<file path="config.mk">
export PLATFORM = sky130hd
export DESIGN_NAME = ctrl_chk_slot
export DESIGN_NICKNAME = d
export VERILOG_FILES = /design/src/rtl/ctrl_chk_pkg.sv /design/src/rtl/ctrl_chk_slot.sv
export SDC_FILE = /design/constraint.sdc
export NUM_CORES = 1
export LEC_CHECK = 0
export ABC_AREA = 1
export ABC_CLOCK_PERIOD_IN_PS = 1500
export CAP_MARGIN = 20
export CORE_MARGIN = 8
export CORE_UTILIZATION = 37
export DETAILED_ROUTE_END_ITERATION = 8
export PLACE_DENSITY = 0.82
export SYNTH_ARGS = -nofsm -noshare
export SYNTH_HDL_FRONTEND = slang
export SYNTH_SLANG_ARGS = --single-unit
export TNS_END_PERCENT = 100
</file>
<file path="constraint.sdc">
create_clock -name clk -period 1.5 [get_ports clk]
set_input_delay 0.45 -clock clk [delete_from_list [all_inputs] [get_ports clk]]
set_output_delay 0.45 -clock clk [all_outputs]
set_load 0.005 [all_outputs]
</file>
<file path="src/rtl/ctrl_chk_pkg.sv">
// ctrl_chk_pkg: shared definitions for the UDLX control-signal window checker.
// Holds the opcode constants, the ctrl_sigs bit order, the expected-mask
// decoder and the pending-check slot record.
package ctrl_chk_pkg;

    // Default control vector width and the width of a stored expected mask.
    localparam int NUM_SIGS_DEF = 10;
    localparam int MASK_W       = NUM_SIGS_DEF;

    // Bit positions inside ctrl_sigs.
    localparam int B_REG_RD_EN1        = 0;
    localparam int B_REG_RD_EN2        = 1;
    localparam int B_REG_WR_EN         = 2;
    localparam int B_IMM_INST          = 3;
    localparam int B_MEM_DATA_RD_EN    = 4;
    localparam int B_MEM_DATA_WR_EN    = 5;
    localparam int B_WRITE_BACK_MUX_SEL = 6;
    localparam int B_BRANCH_INST       = 7;
    localparam int B_JUMP_INST         = 8;
    localparam int B_JUMP_USE_R        = 9;

    // UDLX opcodes, instruction[31:26].
    localparam logic [5:0] OP_RTYPE = 6'h00;
    localparam logic [5:0] OP_JPC   = 6'h02;
    localparam logic [5:0] OP_BEQZ  = 6'h04;
    localparam logic [5:0] OP_BNEZ  = 6'h05;
    localparam logic [5:0] OP_BRFL  = 6'h06;
    localparam logic [5:0] OP_ADDI  = 6'h08;
    localparam logic [5:0] OP_SUBI  = 6'h0A;
    localparam logic [5:0] OP_ANDI  = 6'h0C;
    localparam logic [5:0] OP_ORI   = 6'h0D;
    localparam logic [5:0] OP_JR    = 6'h12;
    localparam logic [5:0] OP_LW    = 6'h23;
    localparam logic [5:0] OP_SW    = 6'h2B;

    // One pending check: occupancy, edges since issue, opcode, expected mask.
    typedef struct packed {
        logic              valid;
        logic [3:0]        age;
        logic [5:0]        op;
        logic [MASK_W-1:0] mask;
    } chk_slot_t;

    // Control bits that must all assert for an instruction; 0 means untracked.
    function automatic logic [MASK_W-1:0] exp_mask(input logic [5:0] op,
                                                   input logic [5:0] funct);
        logic [MASK_W-1:0] m;
        m = '0;
        case (op)
            OP_LW: begin
                m[B_REG_RD_EN1]         = 1'b1;
                m[B_REG_WR_EN]          = 1'b1;
                m[B_IMM_INST]           = 1'b1;
                m[B_MEM_DATA_RD_EN]     = 1'b1;
                m[B_WRITE_BACK_MUX_SEL] = 1'b1;
            end
            OP_RTYPE: begin
                // funct 0 is the NOP encoding and is never checked.
                if (funct != 6'd0) begin
                    m[B_REG_RD_EN1] = 1'b1;
                    m[B_REG_RD_EN2] = 1'b1;
                    m[B_REG_WR_EN]  = 1'b1;
                end
            end
            OP_ADDI, OP_SUBI, OP_ANDI, OP_ORI: begin
                m[B_REG_RD_EN1] = 1'b1;
                m[B_REG_WR_EN]  = 1'b1;
                m[B_IMM_INST]   = 1'b1;
            end
            OP_SW: begin
                m[B_REG_RD_EN1]     = 1'b1;
                m[B_REG_RD_EN2]     = 1'b1;
                m[B_IMM_INST]       = 1'b1;
                m[B_MEM_DATA_WR_EN] = 1'b1;
            end
            OP_BEQZ, OP_BNEZ, OP_BRFL: begin
                m[B_REG_RD_EN1]  = 1'b1;
                m[B_IMM_INST]    = 1'b1;
                m[B_BRANCH_INST] = 1'b1;
            end
            OP_JR: begin
                m[B_REG_RD_EN1] = 1'b1;
                m[B_JUMP_INST]  = 1'b1;
                m[B_JUMP_USE_R] = 1'b1;
            end
            OP_JPC: m[B_JUMP_INST] = 1'b1;
            default: m = '0;
        endcase
        return m;
    endfunction

endpackage

</file>
<file path="src/rtl/ctrl_chk_slot.sv">
// ctrl_chk_slot: one pending-check slot. Stores op/mask, ages once per edge
// and reports pass (match inside the window) or fail (no match by MAX_LAT).
// A slot that passes or fails frees itself on the same edge.
module ctrl_chk_slot
    import ctrl_chk_pkg::*;
#(
    parameter int NUM_SIGS = NUM_SIGS_DEF,
    parameter int MIN_LAT  = 1,
    parameter int MAX_LAT  = 2
) (
    input  logic                clk,
    input  logic                rst_n,
    input  logic                clear,
    input  logic                alloc,
    input  logic [5:0]          alloc_op,
    input  logic [NUM_SIGS-1:0] alloc_mask,
    input  logic [NUM_SIGS-1:0] ctrl_sigs,
    output logic                occupied,
    output logic                pass_evt,
    output logic                fail_evt,
    output logic [5:0]          slot_op,
    output logic [NUM_SIGS-1:0] missing
);

    localparam logic [3:0] MIN_A = 4'(MIN_LAT);
    localparam logic [3:0] MAX_A = 4'(MAX_LAT);

    chk_slot_t           slot_q;
    logic [3:0]          age_nxt;
    logic [NUM_SIGS-1:0] mask_n;
    logic                hit;

    // Evaluate at the incremented age; matches before MIN_LAT are ignored.
    always_comb begin
        age_nxt  = slot_q.age + 4'd1;
        mask_n   = NUM_SIGS'(slot_q.mask);
        hit      = ((ctrl_sigs & mask_n) == mask_n);
        pass_evt = slot_q.valid && hit && (age_nxt >= MIN_A);
        fail_evt = slot_q.valid && !pass_evt && (age_nxt >= MAX_A);
        missing  = mask_n & ~ctrl_sigs;
    end

    assign occupied = slot_q.valid;
    assign slot_op  = slot_q.op;

    // Slot storage: clear wins, then allocation (only into a free slot), then retire/age.
    always_ff @(posedge clk or negedge rst_n) begin
        if (!rst_n) begin
            slot_q <= '0;
        end else if (clear) begin
            slot_q <= '0;
        end else if (alloc) begin
            slot_q.valid <= 1'b1;
            slot_q.age   <= 4'd0;
            slot_q.op    <= alloc_op;
            slot_q.mask  <= MASK_W'(alloc_mask);
        end else if (pass_evt || fail_evt) begin
            slot_q <= '0;
        end else if (slot_q.valid) begin
            slot_q.age <= age_nxt;
        end
    end

endmodule

</file>
==> summary.md <==
| Metric | Value |
|---|---|
| IO Pins | `49` |
| Crit-path max cell delay | `0.43 ns` |
| Leakage | `~1.2 nW` |
| VDD IR max | `0.000300 V` |
| Worst path slowest cell | `dfrtp_1` |
| Final setup skew | `0.00119 ns` |
| PwrDens | `about 620 nW/um^2` |
| Critical path origin | `slot_q[16]` |
| Initial antenna violation count | `0` |
| Routed len/inst | `13.4 um` |
| CP Capture Type | `primary output` |
| Worst reg2reg path depth | `11` |
| Total core area | `2980 um^2` |
| Unrepaired setup endpoints after global routing | `true` |
| First-pass GRT wire length | `5220 um` |
| Register area share after synthesis | `46.6%` |
| Die X-Extent | `71.2 um` |
| Number of buffers created by CTS | `3` |
| CP Data Arrival Time | `1.57 ns` |
| Root buffer cell | `clkbuf_4` |
| Largest net degree at the start of global routing | `22` |
| Power share of the combinational group | `29.8%` |
| Cell variety after synth | `17` |
| R2r setup slk | `-0.35 ns` |
| Hpwl dp | `2400 um` |
| Hold crit path type | `in -> async` |
| Period minus WS final | `a little over 2 ns` |
| Final Util | `67.5%` |
| Max Freq | `0.495 GHz` |
| Worst-Skew Late Latency | `0.29 ns` |
| Reg2Reg Capture Point | `mask_n[8]` |
| Worst setup SP type | `flip-flop` |
| Nets@finish | `264` |
| CP Class | `reg -> out` |
| Via count | `between 1000 and 1500` |
| Layout cells sized above 1 | `between 30 and 40%` |
| CTS H-tree lvls | `1` |
| GRT Resource Usage Total | `12.8%` |
| Core Rows | `20` |
| Via-to-Cell Ratio | `4.63` |
| Fin. Hold Viols | `0` |
| Area Overhead vs Synth | `78.2%` |
| Clk pin slew, worst setup/hold paths | `approximately 0.11 ns` |
| Area of the mapped netlist | `roughly 1100 um^2` |
| Fillers | `250` |
| Final period util | `135%` |
| Die area | `5070 um^2` |
| Worst endpoint required time | `1.05 ns` |
| Worst slew pin tran | `0.358 ns` |
| Syn nets | `184` |
| Slew margin rel. | `76.0%` |
| Port bufs | `48` |
| Number of max-cap violations | `0` |
| Crit-path cells | `inv_2 > ha_4 > nand3b_1 > nor2_2 > nor2_4 > nor3_2 > buf_2` |
| Synth Area per Inst | `7.47 um^2` |
| Failing checks | `negative setup slack` |
| Clock Power Share | `21.3%` |
| Yosys Warn Count | `0` |
| Met2 Track Usage GR | `23.7%` |
| WL final | `between 3000 and 4000 um` |
| Synth Register Bits | `21` |
| Total negative slack | `-6.48 ns` |
| Pre-antenna DRT Iters | `4` |
| Initial Util | `37.9%` |
| Number of global-route vias before repair | `about 1200` |
| Int Pwr | `0.000906 W` |
| Final setup violating endpoints | `20` |
| Grt met1 use | `13.5%` |
| Final ANT Viol Nets | `0` |
| TritonCTS clock tree | `yes` |
| Switching pwr | `around 0.00034 W` |
| Die height | `71.2 um` |
| Reg-to-Reg Start | `slot_q[17]` |
| Final Max Tran Viols | `0` |
| Status | `finished, violations left` |
| Ant diodes | `0` |
| Post-synthesis instance total | `151` |
| Sequential share of power | `48.9%` |
| Final WS setup | `-0.520 ns` |
| GR Layer Usage met3 | `about 2.0%` |
| GRT Residual Overflow | `0` |
| CP max FO | `4` |
| Clock sink count | `21` |
| Global placement routability congestion | `0.724` |
| # hold bufs at CTS | `0` |
| Sw Ratio | `a little over a quarter` |
| Initial DRC count | `48` |
| Clock buffer depth | `2` |
| Residual DRC | `0` |
| GRT busiest layer | `met2` |
==> kinds of logic after synthesis <==
family | count (synthesis) | synth area share (%)
and+or+nand+nor | 90 | 33.9
buffers and inverters | 35 | 15.0
DFF | 21 | 46.6
adders and majority gates | 3 | 3.33
AOI/OAI and AO/OA | 1 | 0.443
xor gates and xnor gates | 1 | 0.776
==> layer usage <==
layer	up-vias	share of wire (%)
met4	0	2.6
li1	609	-
met1	560	39
met5	-	0
met2	38	54
met3	10	4.3
==> cell usage after synthesis, drive strengths merged <==
cell type	n	area, um^2
nand2	51	191
inv	25	93.8
dfrtp	21	526
nand3	20	100
nor2	15	66.3
buf	8	63.8
ha	3	37.5
clkbuf	2	11.3
nand4	2	12.5
nand3b	1	7.51
nor3	1	5.00
o21ai	1	5.00
xnor2	1	8.76
==> power by group through the flow <==
stage               clock network, W  logic (W)  registers (W)
finish                      0.000266   0.000371       0.000611
global route                0.000302   0.000404       0.000615
CTS                         0.000277   0.000311       0.000609
detailed placement                 0   0.000293       0.000621
global placement                   0   0.000287       0.000620
floorplan                          0   0.000117       0.000619
==> what timing repair did <==
| action | CTS | global route |
|---|---|---|
| cloned | 0 | 3 |
| endpoints found under the setup margin | 37 | 30 |
| gates resized for setup | 75 | 31 |
| buffers inserted | 12 | 5 |
| pin swaps | 22 | 9 |
==> worst max-delay path by stage <==
stage	depth (start not counted)	to	slack, ns
finish	7	fail_evt	-0.52
global route	7	fail_evt	-0.62
CTS	7	fail_evt	-0.49
detailed placement	8	pass_evt	-1.05
global placement	8	pass_evt	-1.07
floorplan	9	mask_n[8]	-0.05
==> worst max-delay path, delay by kind of cell (launching register included) <==
family / cells / cell delay, ns
simple gates: 4 / 0.49
buf+inv: 2 / 0.20
flops: 1 / 0.43
fa+ha+maj: 1 / 0.15
==> area by class of cell <==
cell class                 instances  area (um^2)  area share, %
tap                               33         41.3           2.05
sequential                        21          526           26.1
timing repair buffer              85          790           39.3
multi-input combinational         95          533           26.5
clock buffer                       3         22.5           1.12
clock inverter                     1         5.00          0.249
inverter                          25         93.8           4.67
==> registers in the layout, indices dropped and copies added (netlist names) <==
signal and count:
slot_q 4, mask_n 10, occupied 1, slot_op 6
==> cell usage in the layout, fill, tap and decap left out, types with 3 or more instances in the layout <==
cell and instances:
buf_2 4, buf_4 27, buf_6 13, clkbuf_2 3, clkbuf_4 3, clkdlybuf4s15_1 4
clkdlybuf4s50_1 19, dfrtp_1 21, dlygate4sd2_1 12, inv_1 17, inv_2 8, nand2_1 47
nand2_2 4, nand3_1 17, nor2_1 6, nor2_2 5, nor2_4 4
==> through the flow <==
step	std cells	area, um^2	worst slack (ns)	hold WS [ns]	total power (W)
global route	263	2010	-0.620	0.513	0.00132
detailed placement	243	1760	-1.05	0.487	0.000913
floorplan	151	1160	-0.0467	0.154	0.000735
finish	263	2010	-0.520	0.505	0.00125
CTS	258	1860	-0.488	0.498	0.00120
global placement	243	1760	-1.07	0.485	0.000907
(Power assumes the default switching activity.)
==> variant 1: new RTL, same flow settings <==
Change the package constant `NUM_SIGS_DEF` from 10 to 12.
--- a/src/rtl/ctrl_chk_pkg.sv
+++ b/src/rtl/ctrl_chk_pkg.sv
@@ -5,5 +5,5 @@
 
     // Default control vector width and the width of a stored expected mask.
-    localparam int NUM_SIGS_DEF = 10;
+    localparam int NUM_SIGS_DEF = 12;
     localparam int MASK_W       = NUM_SIGS_DEF;
 
Ports: changed (resized alloc_mask, ctrl_sigs and missing); port bits go from 49 to 55. No check against the original RTL was run, so the function may have changed too.
==> variant 1 against the unedited design <==
The flow still finishes with violations (setup timing); non-clock buffer count grew 12; sequential power grew 9.7%; worst setup slack lost 0.13 ns; maximum frequency shrank 5.9%; sequential cell count grew 2; area after synthesis grew 15%; via count grew 14%; die area grew 12%; total power grew 11%; cell area grew 17%; wire length grew 20%; global-route usage grew 1.4 points; count of clock-buffer cells in the layout is the same; cell count grew 16%; largest cell class unchanged; largest power group unchanged.
==> variant 1: results (changes against the unedited design) <==
.. list-table::
   :header-rows: 1

   * - Metric
     - Value
   * - Run status
     - finished, violations left (unchanged)
   * - Violated checks
     - setup timing (unchanged)
   * - Vias in the first global route
     - 1387 (was 1176)
   * - Cts repair resizes
     - 117 (was 75)
   * - Portion of the post-synthesis area used by sequential elements
     - 0.444 (was 0.466)
   * - Distinct cell type count after synthesis
     - 21 (was 17)
   * - Minimum setup slack after placement
     - -1.04 ns (was -1.05 ns)
   * - Placement-stage cell area
     - 1990 sq um (was 1760 sq um)
   * - Setup repair bufs after CTS
     - 13 (was 12)
   * - Data arrival time of the critical path
     - 1.70 ns (was 1.57 ns)
   * - Detailed-route vias per instance
     - 4.58 (was 4.63)
   * - Final cell count without fillers
     - 304 (was 263)
   * - Total setup violations reported at the end of the flow
     - 23 (was 20)
   * - Total detailed-routing wirelength
     - 4230 microns (was 3530 microns)
   * - TritonRoute pass-1 iters
     - 4 (unchanged)
   * - Flip-flop count of the largest register, all copies and words added
     - 12 (was 10)
   * - Worst clock skew
     - 0.00668 ns (was 0.00119 ns)
   * - Horizontal extent of the die
     - 75.2 microns (was 71.2 microns)
   * - Ranking of synthesized cells by area
     - sky130_fd_sc_hd__dfrtp_1 44%, sky130_fd_sc_hd__inv_1 14%, sky130_fd_sc_hd__nand3_1 8.1% (was sky130_fd_sc_hd__dfrtp_1 47%, sky130_fd_sc_hd__nand2_1 17%, sky130_fd_sc_hd__nand3_1 8.9%)
   * - Syn_nets
     - 204 (was 184)
   * - Worst-path clk slew
     - 0.14 ns (was 0.11 ns)
   * - Commonest cells in the synthesized netlist
     - 47 x sky130_fd_sc_hd__inv_1, 23 x sky130_fd_sc_hd__dfrtp_1, 21 x sky130_fd_sc_hd__nand3_1 (was 51 x sky130_fd_sc_hd__nand2_1, 25 x sky130_fd_sc_hd__inv_1, 21 x sky130_fd_sc_hd__dfrtp_1)
   * - Worst Tran Pin Value
     - 0.334 ns (was 0.358 ns)
   * - First-iteration detailed-routing DRC count
     - 58 (was 48)
   * - Final HPWL from detailed placement
     - 2760 microns (was 2400 microns)
   * - Global-route wire length before repair
     - 6260 microns (was 5220 microns)
   * - Number of buffers added on ports
     - 54 (was 48)
   * - Setup Total Neg Slack
     - -7.50 ns (was -6.48 ns)
   * - Peak supply drop
     - 0.543 mV (was 0.300 mV)
   * - Critical-path maximum fanout
     - 5 (was 4)
   * - Number of instances in the placed design
     - 278 (was 243)
   * - Pin count of the biggest net entering global routing
     - 24 (was 22)
   * - Ratio of cells with drive above 1 in the final layout
     - 0.461 (was 0.357)
   * - Leakage Power
     - 1.23 nW (was 1.15 nW)
   * - Syn_area_per_cell
     - 7.77 sq um (was 7.47 sq um)
   * - Placer congestion estimate
     - 0.781 (was 0.724)
   * - Later-pin clock latency in the skew report
     - 0.31 ns (was 0.29 ns)
   * - Number of antenna violations at the first check in global routing
     - 0 (unchanged)
   * - Min setup slack post-route
     - -0.646 ns (was -0.520 ns)
variant 1: where the power goes:
group	internal, mW	switching, mW	total (mW)
registers	0.651	0.0193	0.670
clock network	0.0995	0.194	0.293
logic	0.243	0.185	0.428
total	0.994	0.398	1.39
variant 1: area by class of cell:
type	count	area, sq um
clock buffers	3	22.5
clock inverters	1	5.00
fillers	282	1000
inverters	48	180
multi-input cells	86	587
flip-flops and latches	23	577
well taps	46	57.6
repair buffers	97	932
variant 1: critical path, stage by stage, from the launching register on:
cell and delay [ns]:
sky130_fd_sc_hd__dfrtp_2 0.47, sky130_fd_sc_hd__inv_2 0.09, sky130_fd_sc_hd__ha_4 0.19, sky130_fd_sc_hd__or2_1 0.23, sky130_fd_sc_hd__a21oi_2 0.11, sky130_fd_sc_hd__nand2_1 0.07, sky130_fd_sc_hd__nand2_2 0.07, sky130_fd_sc_hd__nor2_2 0.03
sky130_fd_sc_hd__buf_2 0.11
variant 1: metal layers:
metal	part of all wire	global-route usage
met1	0.40	0.171
met2	0.55	0.255
met3	0.051	0.0266
met4	0.0028	0.0277
met5	0	0
variant 1: final timing paths:
check | from | endpoint | slack (ns) | cells after the start
max | slot_q[18] | fail_evt | -0.65 | 8
min | rst_n | mask_n[9] | 0.48 | 2
max reg2reg | slot_q[18] | mask_n[0] | -0.36 | 10
min reg2reg | slot_op[3] | slot_op[3] | 0.53 | 2
max in group asynchronous | rst_n | slot_q[18] | 0.76 | 2
min in group clk | slot_op[3] | slot_op[3] | 0.53 | 2
variant 1: logic make-up (layout without fill, tap and decap cells):
logic type | after synthesis | in the layout | share of synthesized area
simple gates | 62 | 62 | 0.223
buf+inv | 58 | 149 | 0.192
flops | 23 | 23 | 0.444
compound gates | 21 | 21 | 0.113
fa+ha+maj | 3 | 3 | 0.0289
==> variant 2: new RTL, same flow settings <==
Without the edit above. Make the reset (`rst_n`) synchronous in one clocked block.
--- a/src/rtl/ctrl_chk_slot.sv
+++ b/src/rtl/ctrl_chk_slot.sv
@@ -45,5 +45,5 @@
 
     // Slot storage: clear wins, then allocation (only into a free slot), then retire/age.
-    always_ff @(posedge clk or negedge rst_n) begin
+    always_ff @(posedge clk) begin
         if (!rst_n) begin
             slot_q <= '0;
Formal check against the unedited RTL: differs if rst_n is asserted again (counterexample within 4 cycles, from zero or initial values and one cycle with rst_n low); with rst_n held inactive, the same outputs for 10 cycles.
==> variant 2 against the unedited design <==
The flow still finishes with violations (setup timing); sequential cell count is the same; clock power grew 3%; via count grew 1.4%; cell area shrank 4.9%; highest routed layer unchanged; critical path type unchanged; total power shrank 15%; area after synthesis shrank 0.78%; wire length shrank 7.5%; worst setup slack gained 0.10 ns.
==> variant 2: results (changes against the unedited design) <==
.. list-table::
   :header-rows: 1

   * - Metric
     - Value
   * - Worst Tran Pin Value
     - 0.224 ns (was 0.358 ns)
   * - Routed length per instance
     - 12.5 microns (was 13.4 microns)
   * - Syn_nets
     - 194 (was 184)
   * - Minimum setup slack after placement
     - -1.00 ns (was -1.05 ns)
   * - Synthesized-area fraction occupied by ao, oa, aoi and oai cells
     - 0.0369 (was 0.00443)
   * - Async set or reset register ratio after synthesis
     - 0 (was 1.00)
   * - Kind of path behind the tightest hold check
     - reg2reg (was in2async)
   * - Vias in the first global route
     - 1217 (was 1176)
   * - Met3 routed WL
     - 206 microns (was 153 microns)
   * - Global-route wire length before repair
     - 5340 microns (was 5220 microns)
   * - Pin count of the biggest net entering global routing
     - 19 (was 22)
   * - Xor/xnor share of the synthesized area
     - 0.00782 (was 0.00776)
   * - Peak supply drop
     - 0.276 mV (was 0.300 mV)
   * - Leakage Power
     - 0.995 nW (was 1.15 nW)
   * - Min setup slack post-route
     - -0.417 ns (was -0.520 ns)
   * - Commonest cells in the synthesized netlist
     - 50 x sky130_fd_sc_hd__nand2_1, 29 x sky130_fd_sc_hd__inv_1, 21 x sky130_fd_sc_hd__dfxtp_1 (was 51 x sky130_fd_sc_hd__nand2_1, 25 x sky130_fd_sc_hd__inv_1, 21 x sky130_fd_sc_hd__dfrtp_1)
   * - Number of cells produced by synthesis
     - 161 (was 151)
   * - Critical-path maximum fanout
     - 3 (was 4)
   * - Ranking of synthesized cells by area
     - sky130_fd_sc_hd__dfxtp_1 38%, sky130_fd_sc_hd__nand2_1 17%, sky130_fd_sc_hd__nand4_1 10% (was sky130_fd_sc_hd__dfrtp_1 47%, sky130_fd_sc_hd__nand2_1 17%, sky130_fd_sc_hd__nand3_1 8.9%)
   * - Routing usage on met2
     - 0.221 (was 0.237)
   * - Global Route met1 Usage
     - 0.146 (was 0.135)
   * - Total setup violations reported at the end of the flow
     - 10 (was 20)
   * - Total detailed-routing wirelength
     - 3260 microns (was 3530 microns)
   * - Routed length on met1
     - 1450 microns (was 1370 microns)
   * - Filler Cell Count
     - 264 (was 250)
   * - Placer congestion estimate
     - 0.789 (was 0.724)
   * - Placement-stage cell area
     - 1750 sq um (was 1760 sq um)
   * - Setup Total Neg Slack
     - -1.30 ns (was -6.48 ns)
   * - Met2 wirelength from detailed routing
     - 1580 microns (was 1920 microns)
   * - Final HPWL from detailed placement
     - 2420 microns (was 2400 microns)
   * - First-iteration detailed-routing DRC count
     - 53 (was 48)
   * - Portion of the post-synthesis area used by sequential elements
     - 0.375 (was 0.466)
   * - Violated checks
     - setup timing (unchanged)
   * - Run status
     - finished, violations left (unchanged)
   * - Final net count
     - 262 (was 264)
   * - Worst clock skew
     - 0.00689 ns (was 0.00119 ns)
   * - Crit path max-delay cell type
     - sky130_fd_sc_hd__dfxtp_4 (was sky130_fd_sc_hd__dfrtp_1)
   * - Detailed-route vias per instance
     - 4.73 (was 4.63)
   * - Data arrival time of the critical path
     - 1.47 ns (was 1.57 ns)
   * - Most common flop cell mapped by yosys
     - sky130_fd_sc_hd__dfxtp_1 (was sky130_fd_sc_hd__dfrtp_1)
[variant 2: changes by cell type in the layout (fill, tap and decap cells not counted), moves of 3 or more]
cell	before	now
sky130_fd_sc_hd__dfxtp_2	0	11
sky130_fd_sc_hd__nand2_1	47	41
sky130_fd_sc_hd__dfxtp_1	0	8
sky130_fd_sc_hd__nand2_2	4	8
sky130_fd_sc_hd__buf_4	27	17
sky130_fd_sc_hd__nand4_1	2	18
sky130_fd_sc_hd__nand3_1	17	2
sky130_fd_sc_hd__dfrtp_1	21	0
sky130_fd_sc_hd__nor2_2	5	2
[variant 2: power by group through the flow]
stage                     logic, mW  clock network [mW]  registers (mW)
after global placement        0.197                   0           0.593
after floorplan              0.0707                   0           0.593
after CTS                     0.200               0.281           0.580
after detailed placement      0.199                   0           0.594
final                         0.206               0.274           0.582
after global routing          0.223               0.304           0.584
[variant 2: path summary, 6_finish.rpt]
path,to,start,slack [ns]
max reg2reg,slot_q[16],slot_q[16],-0.14
max,fail_evt,slot_q[16],-0.42
min,slot_op[3],slot_op[3],0.47
min reg2reg,slot_op[3],slot_op[3],0.47
[variant 2: final cells by class]
type / instances / area, sq um / share of cell area
repair buffers: 74 / 664 / 0.347
clock inverters: 1 / 5.00 / 0.00262
inverters: 29 / 114 / 0.0595
well taps: 33 / 41.3 / 0.0216
flip-flops and latches: 21 / 442 / 0.231
clock buffers: 3 / 22.5 / 0.0118
multi-input cells: 100 / 624 / 0.326
[variant 2: logic make-up after synthesis]
family,count (synthesis)
and+or+nand+nor,90
buffers and inverters,40
DFF,21
AOI/OAI and AO/OA,6
adders and majority gates,3
xor gates and xnor gates,1
[variant 2: what timing repair did]
action / CTS / global route
pin swaps: 14 / 8
buffers inserted: 3 / 3
endpoints found under the setup margin: 40 / 33
gates resized for setup: 117 / 27
